===== config.mk =====
export PLATFORM = sky130hd
export DESIGN_NAME = mfp_sonar_ranger
export DESIGN_NICKNAME = d
export VERILOG_FILES = /design/src/rtl/mfp_sonar_ranger_pkg.sv /design/src/rtl/mfp_sync2.sv /design/src/rtl/mfp_sonar_ranger.sv
export SDC_FILE = /design/constraint.sdc
export NUM_CORES = 1
export LEC_CHECK = 0
export ABC_AREA = 1
export ABC_CLOCK_PERIOD_IN_PS = 3100
export CORE_ASPECT_RATIO = 0.5
export CORE_MARGIN = 5
export CORE_UTILIZATION = 50
export DETAILED_ROUTE_END_ITERATION = 8
export GPL_ROUTABILITY_DRIVEN = 0
export PLACE_DENSITY = 0.68
export SLEW_MARGIN = 20
export SYNTH_ARGS = -nofsm -noshare
export SYNTH_HDL_FRONTEND = slang
export SYNTH_SLANG_ARGS = --single-unit

===== constraint.sdc =====
create_clock -name HCLK -period 3.1 [get_ports HCLK]
set_input_delay 0.31 -clock HCLK [delete_from_list [all_inputs] [get_ports HCLK]]
set_output_delay 0.31 -clock HCLK [all_outputs]
set_load 0.05 [all_outputs]

===== src/rtl/mfp_sonar_ranger_pkg.sv =====
// Shared types and constants for the ultrasonic ranger front end.
// State encoding, result codes and a counter-width helper.
package mfp_sonar_ranger_pkg;

  typedef enum logic [2:0] {
    ST_IDLE,
    ST_TRIG,
    ST_WAIT_RISE,
    ST_MEASURE,
    ST_HOLD
  } sonar_state_e;

  localparam logic [15:0] SONAR_TIMEOUT_CODE = 16'hFFFF;
  localparam logic [15:0] SONAR_CM_SAT       = 16'hFFFE;

  // Bits needed to hold 0..max_val, never less than one.
  function automatic int cnt_w(input int max_val);
    return (max_val < 1) ? 1 : $clog2(max_val + 1);
  endfunction

endpackage


===== src/rtl/mfp_sync2.sv =====
// Two-flop synchronizer for asynchronous pins (echo, buttons, switches).
// Latency: 2 clk. Backpressure: none.
module mfp_sync2 #(
  parameter int WIDTH = 1
) (
  input  logic             clk,
  input  logic             rst,
  input  logic [WIDTH-1:0] d,
  output logic [WIDTH-1:0] q
);

  logic [WIDTH-1:0] meta_q;
  logic [WIDTH-1:0] sync_q;

  always_ff @(posedge clk) begin
    if (rst) begin
      meta_q <= '0;
      sync_q <= '0;
    end else begin
      meta_q <= d;
      sync_q <= meta_q;
    end
  end

  assign q = sync_q;

endmodule


===== src/rtl/mfp_sonar_ranger.sv =====
// HC-SR04 style ranger: periodic trigger, echo timed in us, converted to cm by counting.
// Latency: echo pin fall -> IO_Sonar/sample_stb in 3 HCLK. Backpressure: none, sample_stb is a strobe.
module mfp_sonar_ranger
  import mfp_sonar_ranger_pkg::*;
#(
  parameter int CLK_HZ     = 50_000_000,
  parameter int TRIG_US    = 10,
  parameter int TIMEOUT_US = 30000,
  parameter int PERIOD_US  = 60000,
  parameter int US_PER_CM  = 58
) (
  input  logic        HCLK,
  input  logic        HRESET,
  input  logic        enable,
  input  logic        echo,
  output logic        trig,
  output logic [15:0] IO_Sonar,
  output logic        sample_stb,
  output logic        busy
);

  localparam int US_DIV = CLK_HZ / 1_000_000;
  localparam int PW = cnt_w(US_DIV - 1);
  localparam int UW = cnt_w((TIMEOUT_US > TRIG_US) ? TIMEOUT_US : TRIG_US);
  localparam int RW = cnt_w(PERIOD_US);
  localparam int SW = cnt_w(US_PER_CM - 1);

  localparam logic [PW-1:0] PRESC_MAX   = PW'(US_DIV - 1);
  localparam logic [UW-1:0] TRIG_END    = UW'(TRIG_US);
  localparam logic [UW-1:0] TIMEOUT_END = UW'(TIMEOUT_US);
  localparam logic [RW-1:0] PERIOD_END  = RW'(PERIOD_US);
  localparam logic [SW-1:0] SUB_MAX     = SW'(US_PER_CM - 1);

  sonar_state_e   state_q, state_d;
  logic [PW-1:0]  presc_q, presc_d;
  logic [UW-1:0]  us_q, us_d, us_inc;
  logic [RW-1:0]  per_q, per_d, per_inc;
  logic [SW-1:0]  sub_q, sub_d, sub_nxt;
  logic [15:0]    cm_q, cm_d, cm_nxt;
  logic [15:0]    sonar_q, sonar_d;
  logic           stb_q, stb_d;
  logic           trig_q, trig_d;
  logic           busy_q, busy_d;
  logic           echo_dly_q, echo_dly_d;
  logic           echo_s, rise, fall, tick;

  mfp_sync2 #(.WIDTH(1)) u_echo_sync (
    .clk (HCLK),
    .rst (HRESET),
    .d   (echo),
    .q   (echo_s)
  );

  assign rise    = echo_s & ~echo_dly_q;
  assign fall    = ~echo_s & echo_dly_q;
  assign tick    = (presc_q == PRESC_MAX);
  assign us_inc  = us_q + UW'(tick);
  assign per_inc = per_q + RW'(tick);

  always_comb begin
    sub_nxt = sub_q;
    cm_nxt  = cm_q;
    if (tick) begin
      if (sub_q == SUB_MAX) begin
        sub_nxt = '0;
        if (cm_q != SONAR_CM_SAT) cm_nxt = cm_q + 16'd1;
      end else begin
        sub_nxt = sub_q + SW'(1);
      end
    end
  end

  // Timeouts and the period end fire on the tick that reaches the limit, so
  // an idle-echo cycle spans exactly PERIOD_US us from trigger to IDLE.
  always_comb begin
    state_d    = state_q;
    presc_d    = tick ? '0 : presc_q + PW'(1);
    us_d       = us_q;
    per_d      = per_q;
    sub_d      = sub_q;
    cm_d       = cm_q;
    sonar_d    = sonar_q;
    stb_d      = 1'b0;
    echo_dly_d = echo_s;
    case (state_q)
      ST_IDLE: begin
        if (enable) begin
          state_d = ST_TRIG;
          per_d   = '0;
          us_d    = '0;
        end
      end
      ST_TRIG: begin
        per_d = per_inc;
        us_d  = us_inc;
        if (us_inc == TRIG_END) begin
          state_d = ST_WAIT_RISE;
          us_d    = '0;
        end
      end
      ST_WAIT_RISE: begin
        per_d = per_inc;
        us_d  = us_inc;
        if (rise) begin
          state_d = ST_MEASURE;
          us_d    = '0;
          cm_d    = '0;
          sub_d   = '0;
        end else if (us_inc == TIMEOUT_END) begin
          state_d = ST_HOLD;
          sonar_d = SONAR_TIMEOUT_CODE;
          stb_d   = 1'b1;
        end
      end
      ST_MEASURE: begin
        per_d = per_inc;
        us_d  = us_inc;
        sub_d = sub_nxt;
        cm_d  = cm_nxt;
        if (fall) begin
          state_d = ST_HOLD;
          sonar_d = cm_nxt;
          stb_d   = 1'b1;
        end else if (us_inc == TIMEOUT_END) begin
          state_d = ST_HOLD;
          sonar_d = SONAR_TIMEOUT_CODE;
          stb_d   = 1'b1;
        end
      end
      ST_HOLD: begin
        per_d = per_inc;
        if (per_inc == PERIOD_END) state_d = ST_IDLE;
      end
      default: state_d = ST_IDLE;
    endcase
    if (state_d != state_q) presc_d = '0;
    trig_d = (state_d == ST_TRIG);
    busy_d = (state_d != ST_IDLE);
  end

  always_ff @(posedge HCLK) begin
    if (HRESET) begin
      state_q    <= ST_IDLE;
      presc_q    <= '0;
      us_q       <= '0;
      per_q      <= '0;
      sub_q      <= '0;
      cm_q       <= '0;
      sonar_q    <= '0;
      stb_q      <= 1'b0;
      trig_q     <= 1'b0;
      busy_q     <= 1'b0;
      echo_dly_q <= 1'b0;
    end else begin
      state_q    <= state_d;
      presc_q    <= presc_d;
      us_q       <= us_d;
      per_q      <= per_d;
      sub_q      <= sub_d;
      cm_q       <= cm_d;
      sonar_q    <= sonar_d;
      stb_q      <= stb_d;
      trig_q     <= trig_d;
      busy_q     <= busy_d;
      echo_dly_q <= echo_dly_d;
    end
  end

  assign trig       = trig_q;
  assign IO_Sonar   = sonar_q;
  assign sample_stb = stb_q;
  assign busy       = busy_q;

endmodule


==> flow_summary.ini, run 1 <==
[floorplanning]
die_x_um = 150
core_sq_um = 9510
start_util = 0.516
die_h_um = 80.0
io_pins = 23
rows = 25
die_area_sq_um = 12000

[timing]
max-slew-margin-rel = 0.593
worstMarginPinSlew_ns = 0.609
final_max_slew_viol_count = 0
fin_crit_sh = 0.917
setup_viol_count_final = 0
fin_crit_ns = 2.84
hold_viol = 0
finClkSkew_ns = 0.00462
holdWs_ns = 0.407
fmax_mhz = 352

[route]
ant_nets = 0
routed_wl_um = 11300
via_per_inst = 5.02
firstDrtPassIters = 5
routedWlPerCell_um = 12.2
drt-initial-drc-count = 380
drc = 0
vias = 4667

[yosys]
postSynth.asyncResetShare = 0
synth_common_cells = nand2_1 (218), inv_1 (107), dfxtp_1 (84)
yosys_warnings = 0
syn_area_sq_um = 4910
yosysSeqAreaShare = 0.343
synthMostInstantiatedCell = nand2_1
synth_ff_type = dfxtp_1
synth_cell_type_count = 41
synth_area_leaders = dfxtp_1 (34%), nand2_1 (17%), inv_1 (8.2%)
synth_area_leader_cell = dfxtp_1
synth_cells = 761
synth_top_area_frac = 0.343
ys_ff_latch = 84
synthesis.nets = 776
syn_avg_cell_area_sq_um = 6.45
synth_edf_count = 0

[global_routing]
grt_pass1_vias = 4052
grt_overflow_total = 0
grt_max_degree = 47
grt_usage = 0.200
antenna_found_initial = 0
grt_pass1_wl_um = 19200

[worst_setup_path]
crit_chain = ha_1 > nand4_1 > inv_2 > buf_4 > ha_1 > nand3_2 > nor2_4 > nand2_1 > nand2_1 > and2_1 > nand2_1 > nor2_1 > nand3_2 > a21oi_4 > nand2_1 > nand2_1 > nand2_1 > nand2_4 > nor2_2
r2r_start = presc_q[0]
cp.required_ns = 3.33
critical_path_class = reg2reg
rr_worst_depth = 19
crit_buf_inv = 2
startpoint_type = flop
r2r-end = presc_q[0]
cpMaxStageDelayCell = dfxtp_2
cp_data_arrival_time_ns = 3.08
cp_max_fo = 6
slowest_delay_ns = 0.36
cp_common_cell = nand2_1
critPathTopFamily = simple AND/OR/NAND/NOR gates
rrSetupSlack_ns = 0.26
worstSetupEndpointType = flop

[cells_and_area]
multi_input_area_sq_um = 2780
fin_util = 0.602
fin_area_sq_um = 5720
nFillCells = 931
syn2layout_area_growth_pct = 16.7
antennaDiodeCount = 0
nets = 806
drive_gt1_frac = 0.107
seq_area_sq_um = 1680

[worst_hold_path]
holdPathStages = 2
holdPathEnd = u_echo_sync.q
hold_class = reg2reg
worstHoldStart = u_echo_sync.meta_q

[power_and_ir_drop]
p_leak_uw = 0.00235
finalPower_uw = 2420
power_density_nw_per_um2 = 423
ir_worst_vdd_mv = 0.330

[clock_network]
htree_levels = 3
root_buffer = clkbuf_16
cts_num_sinks = 84
clk_pin_slew_ns = 0.06
clk-insertion-delay-late_ns = 0.34
cts_buffer_depth = 2
cts_buffers = 9
cts_tree = yes

[placed_design]
placed_area_sq_um = 5300
port_buffers = 22
dp_hpwl_um = 8190

[outcome]
outcome = finished, final reports clean

[job]
cap_violations = 0
[repair_timing]
item / in CTS / in global routing
buffers inserted: 0 / 2
hold buffers: 0 / 0
setup endpoints to repair: 0 / 37
gates resized for setup: 0 / 15
[area by class of cell]
| class | instances | area share |
|---|---|---|
| flip-flops and latches | 84 | 0.294 |
| clock buffers | 11 | 0.0424 |
| multi-input cells | 546 | 0.486 |
| clock inverters | 4 | 0.0170 |
| repair buffers | 34 | 0.0549 |
| inverters | 116 | 0.0761 |
| well taps | 135 | 0.0295 |
[placed cells by master (no fill, tap or decap), drive strengths merged, types with 2 or more instances in the layout]
cell,instances
nand2,228
inv,116
nor2,93
dfxtp,84
a21oi,52
nand3,44
o21ai,34
clkdlybuf4s50,22
xor2,19
nand4,18
buf,12
ha,11
clkbuf,11
nor3,9
or2,8
and2,6
xnor2,4
o221ai,4
nor4,3
o211ai,3
bufinv,3
nor3b,2
[worst max path at each step]
| stage | startpoint | to | slack [ns] | cells past startpoint |
|---|---|---|---|---|
| after floorplan | presc_q[0] | presc_q[5] | 0.35 | 20 |
| after global placement | presc_q[0] | us_q[1] | 0.13 | 19 |
| after detailed placement | presc_q[0] | us_q[1] | 0.04 | 19 |
| after CTS | presc_q[0] | us_q[1] | 0.01 | 19 |
| after global routing | presc_q[1] | presc_q[2] | -0.02 | 20 |
| final | presc_q[0] | presc_q[0] | 0.26 | 19 |
[stage by stage]
step	setup TNS, ns	worst slack (ns)	std cells
after floorplan	0	0.353	761
after global placement	0	0.126	913
after detailed placement	0	0.0374	913
after CTS	0	0.00994	928
after global routing	-0.0972	-0.0228	930
final	0	0.258	930
[worst register-to-register path: cells and delay by family, from the launching register on]
kind	cells	cell delay, ns
AOI/OAI and AO/OA	1	0.22
and+or+nand+nor	14	1.58
buffers and inverters	2	0.26
adders and majority gates	2	0.34
DFF	1	0.36
[layer usage]
metal	GRT usage	share of wire	vias up
met2	0.292	0.42	103
met4	0.0602	0.010	0
met5	0	0	-
li1	-	-	2458
met1	0.291	0.53	2095
met3	0.0448	0.044	11
[flip-flops by register name (all words and copies together), names as in the netlist]
| signal | flops |
|---|---|
| IO_Sonar | 16 |
| busy | 1 |
| cm_q | 16 |
| echo_dly_q | 1 |
| per_q | 16 |
| presc_q | 6 |
| sample_stb | 1 |
| state_q | 3 |
| sub_q | 6 |
| trig | 1 |
| u_echo_sync.meta_q | 1 |
| u_echo_sync.q | 1 |
| us_q | 15 |
[power by group]
part	internal [uW]	switching (uW)
clock	805	427
sequential	1090	5.62
combinational	25.6	71.7
[cells by family after synthesis]
family	after synthesis	share of synthesized area
fa+ha+maj	11	0.0281
simple gates	414	0.372
buf+inv	131	0.103
flops	84	0.343
compound gates	98	0.113
xor+xnor	23	0.0411
No activity file was read; power rests on OpenSTA's default activity.
==> run 2, diff against run 1 <==
- HOLD_SLACK_MARGIN: not set -> 0.15
==> results of run 2 <==
No change in the layout: final DEF, timing and power equal those of run 1.
==> run 3, diff against run 2 <==
--- a/config.mk
+++ b/config.mk
@@ -11,4 +11,5 @@
 export CORE_MARGIN = 5
 export CORE_UTILIZATION = 50
+export CTS_CLUSTER_DIAMETER = 30
 export DETAILED_ROUTE_END_ITERATION = 8
 export GPL_ROUTABILITY_DRIVEN = 0
==> constraint.sdc (replaced) <==
create_clock -name HCLK -period 3.1 [get_ports HCLK]
set_input_delay 0.62 -clock HCLK [delete_from_list [all_inputs] [get_ports HCLK]]
set_output_delay 0.62 -clock HCLK [all_outputs]
set_load 0.05 [all_outputs]
==> flow_summary.ini, run 3 (synthesis results as in run 1) <==
[power_and_ir_drop]
ir_worst_vdd_mv = 0.250
p_leak_uw = 0.00230
power_density_nw_per_um2 = 385

[floorplanning]
die_x_um = 150
rows = 25
io_pins = 23
die_area_sq_um = 12000
start_util = 0.516
die_h_um = 80.0
core_sq_um = 9510

[cells_and_area]
drive_gt1_frac = 0.103
final_common_cell = nand2_1
antennaDiodeCount = 0
fin_cells = 928
fin_area_sq_um = 5590
syn2layout_area_growth_pct = 14.0
fin_util = 0.588
nets = 804
mostFrequentLayoutCells = nand2_1 (217), inv_1 (106), dfxtp_1 (83)
nFillCells = 964

[clock_network]
cts_buffers = 9
cts_num_sinks = 84
clk_pin_slew_ns = 0.06
clk-insertion-delay-late_ns = 0.34
htree_levels = 3
cts_tree = yes
root_buffer = clkbuf_16
cts_buffer_depth = 2

[worst_setup_path]
startpoint_type = flop
rrSetupSlack_ns = 0.27
cp.required_ns = 3.33
critical_path_class = reg2reg
cpMaxStageDelayCell = dfxtp_2
cp_common_cell = nand2_1
slowest_delay_ns = 0.37
cp_data_arrival_time_ns = 3.07
cp_max_fo = 6
crit_chain = ha_1 > nand4_1 > inv_2 > ha_1 > ha_2 > inv_1 > nor2_2 > nand2_2 > nor2_4 > nand2_1 > nand2_1 > nand2_1 > nor2_1 > nand3_1 > a21boi_2 > nand2_1 > nand2_1 > nand2_1 > nand2_4 > nor2_2
worstSetupEndpointType = flop

[timing]
fin_crit_sh = 0.914
fmax_mhz = 353
worstMarginPinSlew_ns = 0.583
final_max_slew_viol_count = 0
hold_viol = 0
tns_ns = 0
max-slew-margin-rel = 0.610
fin_crit_ns = 2.83
finClkSkew_ns = 0.00562
setup_viol_count_final = 0
holdWs_ns = 0.406

[global_routing]
antenna_found_initial = 0
grt_usage = 0.199
grt_overflow_total = 0
grt_pass1_vias = 4093
grt_max_degree = 47
grt_pass1_wl_um = 19300

[route]
via_per_inst = 4.96
firstDrtPassIters = 5
drc = 0
routedWlPerCell_um = 12.4
drt-initial-drc-count = 343
routed_wl_um = 11500
ant_nets = 0
vias = 4604

[job]
cap_violations = 0

[placed_design]
dp.cells = 912
dp_hpwl_um = 8310
placed_area_sq_um = 5300
port_buffers = 22

[outcome]
outcome = finished, final reports clean

[worst_hold_path]
hold_class = reg2reg
run 3: path summary, 6_finish.rpt:
kind,startpoint,endpoint,depth (start not counted)
max,presc_q[0],presc_q[3],20
min,u_echo_sync.meta_q,u_echo_sync.q,2
min reg2reg,u_echo_sync.meta_q,u_echo_sync.q,2
max reg2reg,presc_q[0],presc_q[3],20
run 3: critical path, delay by kind of cell (launching register included):
| family | cells | cell delay [ns] |
|---|---|---|
| AOI/OAI and AO/OA | 1 | 0.23 |
| adders and majority gates | 3 | 0.54 |
| buffers and inverters | 2 | 0.19 |
| DFF | 1 | 0.37 |
| and+or+nand+nor | 14 | 1.38 |
run 3: metrics by stage:
step                worst slack [ns]  power, uW
global route                 -0.0101       2230
CTS                           0.0376       2170
global placement               0.136       1210
floorplan                      0.353       1180
detailed placement            0.0592       1210
finish                         0.266       2150
run 3: area by class of cell:
| type | count | area (sq um) | share of cell area |
|---|---|---|---|
| Multi-Input combinational cell | 546 | 2750 | 0.491 |
| Sequential cell | 84 | 1680 | 0.301 |
| Inverter | 116 | 435 | 0.0778 |
| Timing Repair Buffer | 32 | 303 | 0.0541 |
| Clock buffer | 9 | 225 | 0.0403 |
| Tap cell | 135 | 169 | 0.0302 |
| Clock inverter | 6 | 32.5 | 0.00582 |
run 3: where the power goes:
part	internal [uW]	switching, uW
clock	530	434
sequential	1090	5.53
combinational	24.0	71.6
total	1640	511
run 3: timing repair:
action	4_1_cts	5_1_grt
resized for setup	0	11
endpoints found under the hold margin	0	0
endpoints found under the setup margin	0	34
hold buffers	0	0
buffers inserted	0	1
run 3: layer usage:
metal / routed length [um] / GRT usage / up-vias
li1: - / - / 2453
met1: 6090 / 0.287 / 2050
met2: 4710 / 0.298 / 89
met3: 562 / 0.0516 / 12
met4: 106 / 0.0411 / 0
met5: 0 / 0 / -
